`src/rtl/icache_pkg.sv`:
```
// ---------------------------------------------------------------------------
// icache_pkg
// Shared definitions for the direct-mapped instruction cache: the refill
// FSM state encoding, default geometry, and the address-field widths that
// follow from that geometry.
// ---------------------------------------------------------------------------
package icache_pkg;

    localparam int unsigned XLEN            = 32;

    // Default geometry; the top level may override it through its parameters.
    localparam int unsigned DEF_SETS        = 16;
    localparam int unsigned DEF_BLOCK_WORDS = 4;
    localparam logic [XLEN-1:0] DEF_INSTR_NOP = 32'h0000_0013;

    // Address split for the default geometry: | tag | index | word | 2'b00 |
    localparam int unsigned DEF_WO_W   = $clog2(DEF_BLOCK_WORDS);
    localparam int unsigned DEF_IX_W   = $clog2(DEF_SETS);
    localparam int unsigned DEF_LINE_W = XLEN - 2 - DEF_WO_W;
    localparam int unsigned DEF_TAG_W  = DEF_LINE_W - DEF_IX_W;

    typedef enum logic {
        IDLE   = 1'b0,
        REFILL = 1'b1
    } state_e;

endpackage : icache_pkg

```
`src/rtl/icache_refill_ctrl.sv`:
```
// ---------------------------------------------------------------------------
// icache_refill_ctrl
// Refill sequencer for the instruction cache. On a miss it latches the
// line address and walks the line word 0..BLOCK_WORDS-1 over a req/ready
// handshake, producing the array write strobes as each word is accepted.
//
// Ports:
//   clk_i, rst_i         clock, synchronous active-high reset
//   req_miss_i           qualified miss this cycle (only acted on in IDLE)
//   miss_line_i          {tag, index} of the missing address
//   invalidate_i         fence.i pulse; aborts validation of the line in flight
//   mem_ready_i          memory accepted the current word
//   busy_o               refill in progress (state REFILL)
//   mem_req_o/mem_addr_o refill request and word-aligned address
//   fill_line_o          {tag, index} being refilled
//   fill_word_o          word offset being refilled
//   data_we_o            write the accepted word into the data array
//   tag_we_o             write the line tag (last word accepted)
//   valid_set_o          mark the line valid (last word, not aborted)
// ---------------------------------------------------------------------------
module icache_refill_ctrl
    import icache_pkg::*;
#(
    parameter int unsigned WO_W   = DEF_WO_W,
    parameter int unsigned LINE_W = DEF_LINE_W
) (
    input  logic              clk_i,
    input  logic              rst_i,
    input  logic              req_miss_i,
    input  logic [LINE_W-1:0] miss_line_i,
    input  logic              invalidate_i,
    input  logic              mem_ready_i,
    output logic              busy_o,
    output logic              mem_req_o,
    output logic [XLEN-1:0]   mem_addr_o,
    output logic [LINE_W-1:0] fill_line_o,
    output logic [WO_W-1:0]   fill_word_o,
    output logic              data_we_o,
    output logic              tag_we_o,
    output logic              valid_set_o
);

    state_e            state_q, state_d;
    logic [WO_W-1:0]   word_cnt_q, word_cnt_d;
    logic [LINE_W-1:0] miss_line_q, miss_line_d;
    logic              abort_q, abort_d;

    // Next-state and write-strobe logic.
    always_comb begin
        state_d     = state_q;
        word_cnt_d  = word_cnt_q;
        miss_line_d = miss_line_q;
        abort_d     = abort_q;
        data_we_o   = 1'b0;
        tag_we_o    = 1'b0;
        valid_set_o = 1'b0;

        case (state_q)
            IDLE: begin
                abort_d = 1'b0;
                if (req_miss_i) begin
                    miss_line_d = miss_line_i;
                    word_cnt_d  = '0;
                    state_d     = REFILL;
                end
            end
            REFILL: begin
                // No cancel on the memory side: the line is always finished,
                // an invalidate only stops it from becoming valid.
                if (invalidate_i) begin
                    abort_d = 1'b1;
                end
                if (mem_ready_i) begin
                    data_we_o  = 1'b1;
                    word_cnt_d = word_cnt_q + WO_W'(1);
                    if (&word_cnt_q) begin
                        tag_we_o    = 1'b1;
                        valid_set_o = !abort_q && !invalidate_i;
                        abort_d     = 1'b0;
                        state_d     = IDLE;
                    end
                end
            end
            default: begin
                state_d = IDLE;
            end
        endcase
    end

    // State register.
    always_ff @(posedge clk_i) begin
        if (rst_i) begin
            state_q     <= IDLE;
            word_cnt_q  <= '0;
            miss_line_q <= '0;
            abort_q     <= 1'b0;
        end else begin
            state_q     <= state_d;
            word_cnt_q  <= word_cnt_d;
            miss_line_q <= miss_line_d;
            abort_q     <= abort_d;
        end
    end

    // Request outputs come straight from flops, so they are stable until accepted.
    assign busy_o      = (state_q == REFILL);
    assign mem_req_o   = busy_o;
    assign mem_addr_o  = busy_o ? {miss_line_q, word_cnt_q, 2'b00} : '0;
    assign fill_line_o = miss_line_q;
    assign fill_word_o = word_cnt_q;

endmodule : icache_refill_ctrl

```
`src/rtl/icache_responder.sv`:
```
// ---------------------------------------------------------------------------
// icache_responder
// Direct-mapped, read-only instruction cache facing the fetch stage. Hits
// are answered combinationally in the request cycle; misses stall fetch
// while icache_refill_ctrl brings the whole line in from main memory.
//
// Ports:
//   clk_i, rst_i   clock, synchronous active-high reset
//   validReq_i     fetch request valid
//   addr_i         fetch byte address (bits [1:0] ignored)
//   invalidate_i   one-cycle pulse clearing every valid bit
//   ready_o        instr_o holds the word for addr_i this cycle
//   instr_o        instruction word, NOP whenever ready_o is low
//   memReq_o       refill word request
//   memAddr_o      word-aligned refill address
//   memReady_i     memory accepted the request; memData_i valid
//   memData_i      refill data
// ---------------------------------------------------------------------------
module icache_responder
    import icache_pkg::*;
#(
    parameter int unsigned     SETS        = DEF_SETS,
    parameter int unsigned     BLOCK_WORDS = DEF_BLOCK_WORDS,
    parameter logic [XLEN-1:0] INSTR_NOP   = DEF_INSTR_NOP
) (
    input  logic            clk_i,
    input  logic            rst_i,
    input  logic            validReq_i,
    input  logic [XLEN-1:0] addr_i,
    input  logic            invalidate_i,
    output logic            ready_o,
    output logic [XLEN-1:0] instr_o,
    output logic            memReq_o,
    output logic [XLEN-1:0] memAddr_o,
    input  logic            memReady_i,
    input  logic [XLEN-1:0] memData_i
);

    localparam int unsigned WO_W   = $clog2(BLOCK_WORDS);
    localparam int unsigned IX_W   = $clog2(SETS);
    localparam int unsigned LINE_W = XLEN - 2 - WO_W;
    localparam int unsigned TAG_W  = LINE_W - IX_W;
    localparam int unsigned WORDS  = SETS * BLOCK_WORDS;

    // Storage: only the valid bits are reset.
    logic [SETS-1:0]  valid_q, valid_d;
    logic [TAG_W-1:0] tag_q  [SETS];
    logic [XLEN-1:0]  data_q [WORDS];

    // Request address fields.
    logic [WO_W-1:0]   req_word;
    logic [IX_W-1:0]   req_index;
    logic [TAG_W-1:0]  req_tag;
    logic [LINE_W-1:0] req_line;
    logic              unused_addr_lsb;

    assign req_word        = addr_i[2 +: WO_W];
    assign req_index       = addr_i[2 + WO_W +: IX_W];
    assign req_tag         = addr_i[XLEN-1 -: TAG_W];
    assign req_line        = addr_i[XLEN-1 -: LINE_W];
    assign unused_addr_lsb = ^addr_i[1:0];

    // Refill controller interface.
    logic              refill_busy;
    logic              hit;
    logic              req_miss;
    logic [LINE_W-1:0] fill_line;
    logic [WO_W-1:0]   fill_word;
    logic [IX_W-1:0]   fill_index;
    logic [TAG_W-1:0]  fill_tag;
    logic              data_we;
    logic              tag_we;
    logic              valid_set;

    assign fill_index = fill_line[IX_W-1:0];
    assign fill_tag   = fill_line[LINE_W-1:IX_W];

    // Hit compare; an invalidate in the same cycle suppresses both hit and miss.
    assign hit      = valid_q[req_index] && (tag_q[req_index] == req_tag);
    assign req_miss = validReq_i && !hit && !invalidate_i;
    assign ready_o  = !refill_busy && validReq_i && hit && !invalidate_i;
    assign instr_o  = ready_o ? data_q[{req_index, req_word}] : INSTR_NOP;

    icache_refill_ctrl #(
        .WO_W   (WO_W),
        .LINE_W (LINE_W)
    ) u_refill_ctrl (
        .clk_i        (clk_i),
        .rst_i        (rst_i),
        .req_miss_i   (req_miss),
        .miss_line_i  (req_line),
        .invalidate_i (invalidate_i),
        .mem_ready_i  (memReady_i),
        .busy_o       (refill_busy),
        .mem_req_o    (memReq_o),
        .mem_addr_o   (memAddr_o),
        .fill_line_o  (fill_line),
        .fill_word_o  (fill_word),
        .data_we_o    (data_we),
        .tag_we_o     (tag_we),
        .valid_set_o  (valid_set)
    );

    // Valid-bit update: invalidate wins over a completing refill.
    always_comb begin
        valid_d = valid_q;
        if (valid_set) begin
            valid_d[fill_index] = 1'b1;
        end
        if (invalidate_i) begin
            valid_d = '0;
        end
    end

    always_ff @(posedge clk_i) begin
        if (rst_i) begin
            valid_q <= '0;
        end else begin
            valid_q <= valid_d;
        end
    end

    // Tag and data arrays (not reset).
    always_ff @(posedge clk_i) begin
        if (data_we && !rst_i) begin
            data_q[{fill_index, fill_word}] <= memData_i;
        end
        if (tag_we && !rst_i) begin
            tag_q[fill_index] <= fill_tag;
        end
    end

endmodule : icache_responder

```
`config.mk`:
```
export PLATFORM = sky130hd
export DESIGN_NAME = icache_responder
export DESIGN_NICKNAME = d
export VERILOG_FILES = /design/src/rtl/icache_pkg.sv /design/src/rtl/icache_refill_ctrl.sv /design/src/rtl/icache_responder.sv
export SDC_FILE = /design/constraint.sdc
export NUM_CORES = 2
export LEC_CHECK = 0
export CORE_AREA = 2 2 525 527
export DETAILED_ROUTE_END_ITERATION = 8
export DIE_AREA = 0 0 527 529
export SLEW_MARGIN = 25
export SYNTH_ARGS = -nofsm -noshare
export SYNTH_HDL_FRONTEND = slang
export SYNTH_SLANG_ARGS = --single-unit
```
`constraint.sdc`:
```
create_clock -name clk_i -period 5.75 [get_ports clk_i]
set_input_delay 0.575 -clock clk_i [delete_from_list [all_inputs] [get_ports clk_i]]
set_output_delay 0.575 -clock clk_i [all_outputs]
set_load 0.01 [all_outputs]
```
==> results.txt <==
----------------------------------------------------
[Routing]
  Initial DRC Count ... 5,153
  Via density ... 5.46
  DRC Markers ... 0
  Final ANT Viol Nets ... 0
  First-pass iteration count of the detailed router ... 7
  Routed length per placed instance ... 30.5 um
  Via count ... 44,100
  Total length of routed wires ... 246,000 um

[Logic synthesis]
  Most instantiated cells after synthesis ... edfxtp_1 (2,432), mux4_2 (764), clkbuf_1 (117), nor2_1 (108), mux2i_1 (78)
  Count of different cell masters after synthesis ... 51
  Syn Std Cell Area ... 0.0953 mm2
  Portion of the post-synthesis area used by sequential elements ... 77.6%
  Most instantiated library cell after synthesis ... edfxtp_1
  Number of warning messages in the yosys log ... 0
  Post-synthesis async set-or-reset flop share ... 0%
  Average footprint of a synthesized cell ... 24.3 um2
  Register bit count reported by yosys ... 2,480
  Library cell occupying the most area in the post-synthesis netlist ... edfxtp_1
  Number of synthesized flops with an enable pin ... 2,432
  Number of instances in the synthesized netlist ... 3,923
  Primary flip-flop cell chosen by synthesis mapping ... edfxtp_1
  Area share of the largest cell type after synthesis ... 76.6%
  Synth area leaders ... edfxtp_1 (77%), mux4_2 (18%), dfxtp_1 (1.0%)

[Timing]
  Worst Tran Pin Value ... 1.08 ns
  Max-slew violation count ... 0
  Sum of negative setup slack ... 0 ns
  Share of the cycle needed by the critical path after routing ... 89.7%
  Unrepaired setup endpoints after global routing ... false
  Clock period minus worst slack ... 5.16 ns
  Worst max-slew margin expressed relative to the limit ... 27.7%
  Fin. Hold Viols ... 0
  Setup violations, final ... 0
  Highest Clock Rate ... 194 MHz
  Final Skew ... 0.0670 ns

[Worst setup path]
  Critical path origin ... tag_q[5][3]$_DFFE_PP_
  Arrival time worst endpoint ... 4.58 ns
  Maximum net fanout on the critical path ... 33
  CP bufs+invs ... 3
  Kind of end point of the critical path ... output port
  Class of the most critical setup path ... flop to output port
  Kind of cell with the highest combined delay on the critical path ... simple AND/OR/NAND/NOR gates
  Worst endpoint required time ... 5.18 ns
  Crit path launch type ... flop
  Number of cells on the critical path ... 10
  Slowest cell on crit path ... clkdlybuf4s50_1
  Cell-by-cell trace of the critical path ... mux4_1 > mux4_2 > xnor2_1 > nand4_1 > nor4_4 > nand3_4 > buf_12 > nor2b_1 > buf_4 > clkdlybuf4s50_1
  Worst path max stage delay ... 0.55 ns
  Worst flop-to-flop path startpoint ... u_refill_ctrl.busy_o$_SDFF_PP0_
  Logic depth of the worst register-to-register path ... 5

[Floorplan]
  Std-Cell Core Area ... 0.273 mm2
  Starting density of the core ... 34.9%
  Die extent in y ... 529 um
  FP Rows ... 192
  Number of primary I/O pins ... 135
  Die width ... 527 um
  Area of the die ... 0.279 mm2

[CTS]
  PostCTS Resize Cnt ... 0
  Clk Latency, worst-skew pair ... 0.90 ns
  Total clock sinks ... 2,480
  CTS H-tree depth ... 5
  Clock-pin slew on the worst setup and hold paths ... 0.06 ns
  Max clock buf depth ... 4
  Number of buffers added to fix hold violations after cts ... 1
  CTS buffer count ... 277
  Root buffer cell ... clkbuf_16
  Clock tree from TritonCTS ... yes
  Post-CTS setup buffer count ... 0

[Layout]
  Total Nets Final ... 4,361
  Fraction of layout cells with a size suffix above 1 ... 31.8%
  Multi-input combinational cell area ... 0.0210 mm2
  Number of non-filler instances in the completed layout ... 8,071
  Post-route cell area ... 0.111 mm2
  Count of fill cells added during filler insertion ... 23,500
  Layout-stage area growth over the synthesis result ... 16.8%
  Reg area ... 0.0740 mm2

[Min path]
  Min-Delay Path Depth ... 1
  Path type of the worst min-delay path ... primary input to flop
  Hold wc startpoint ... memData_i[8]

[Pwr]
  Power per cell area ... 343 mW/mm2
  Worst-case vdd ir drop ... 250 uV
  Leakage power of the design ... 34.2 nW

[Placement]
  Number of input and output port buffers inserted ... 130
  Placed cells ... 7,600
  HPWL after detailed placement ... 133,000 um
  RD Place Congestion ... 0.747
  Placed Area ... 0.103 mm2

[Run]
  Max cap viols ... 0

[GRT]
  First-pass GRT wire length ... 347,000 um
  Grt total ovfl ... 0
  Via count of the first global-routing pass ... 45,200
  Global router's overall resource usage ... 17.5%
  Antenna violations before repair ... 14
  Pin count of the biggest net entering global routing ... 75

[Outcome]
  Result of the run ... completed

----------------------------------------------------
[worst register-to-register path, delay by kind of cell, from the launching register on]
kind / cells / cell delay (ns)
flops: 1 / 0.33
buf+inv: 1 / 0.34
simple gates: 4 / 2.69
[stage by stage]
| step | setup slack [ns] | power (mW) | utilization (%) | hold slack (ns) |
|---|---|---|---|---|
| floorplan | 1.85 | 21.2 | - | 0.431 |
| global placement | 0.593 | 21.9 | 37.6 | 0.443 |
| detailed placement | 0.665 | 21.9 | 37.7 | 0.460 |
| CTS | 0.514 | 38.5 | 40.8 | 0.186 |
| global route | 0.432 | 39.3 | 40.8 | 0.186 |
| finish | 0.591 | 38.2 | 40.8 | 0.193 |
[cells in the final DEF (no fill, tap or decap), types with 5 or more instances in the layout]
master           count
xor2_1               9
inv_1                5
a21oi_1             19
buf_12              68
clkinv_2            35
clkbuf_16          282
clkdlybuf4s50_1     92
inv_6                9
nor2b_1             33
nor3b_1              7
nand2b_1            58
clkinv_1            51
edfxtp_1          2432
clkbuf_1            58
dfxtp_1             48
nand2_1             18
mux4_2             764
clkinvlp_4           6
mux2i_1             78
bufinv_16           20
buf_4              128
nor3_1               5
nand3_1              9
buf_2                5
nor2_1              28
a22oi_1              6
xnor2_1             17
mux4_1               7
nor2_4              80
and2_1              35
[registers in the layout, indices dropped and copies added, names as in the netlist]
register	cells
data_q	2048
tag_q	384
u_refill_ctrl.abort_q	1
u_refill_ctrl.busy_o	1
u_refill_ctrl.fill_line_o	28
u_refill_ctrl.fill_word_o	2
valid_q	16
[layout make-up]
type,count,area share (%)
clock buffers,343,6.57
inverters,5,0.0169
well taps,3589,4.03
clock inverters,123,1.00
repair buffers,302,3.07
diodes,4,0.00899
flip-flops and latches,2480,66.5
multi-input cells,1225,18.8
[logic make-up (layout without fill, tap and decap cells)]
| family | count (synthesis) | in the layout | share of synthesized area, % |
|---|---|---|---|
| DFF | 2480 | 2480 | 77.6 |
| muxes | 849 | 849 | 19.1 |
| and+or+nand+nor | 307 | 307 | 1.72 |
| buffers and inverters | 219 | 773 | 1.04 |
| AOI/OAI and AO/OA | 40 | 40 | 0.307 |
| xor gates and xnor gates | 26 | 26 | 0.239 |
| adders and majority gates | 1 | 1 | 0.0131 |
| other | 1 | 6 | 0.00393 |
[per-layer routing]
layer / part of all wire (%) / routed length [um] / vias to the layer above / track usage, %
met4: 1.9 / 4590 / 0 / 4.10
met3: 7.3 / 18100 / 322 / 3.08
met5: 0 / 0 / - / 0
met2: 51 / 125000 / 1795 / 29.6
li1: - / - / 17600 / -
met1: 40 / 98800 / 24400 / 23.6
[worst paths after layout]
path | end | slack, ns
setup / recovery | instr_o[11] | 0.59
hold / removal | data_q[53][8]$_DFFE_PP_ | 0.19
setup reg to reg | data_q[31][25]$_DFFE_PP_ | 2.00
hold reg to reg | valid_q[2]$_SDFFE_PP0P_ | 0.47
[report_power, final]
group	leakage (nW)	switching [mW]	internal [mW]	total, mW
clock network	4.12	6.84	9.88	16.7
registers	22.4	0.0507	19.9	19.9
logic	7.68	0.895	0.714	1.61
Power figures use the tool's default switching activity.
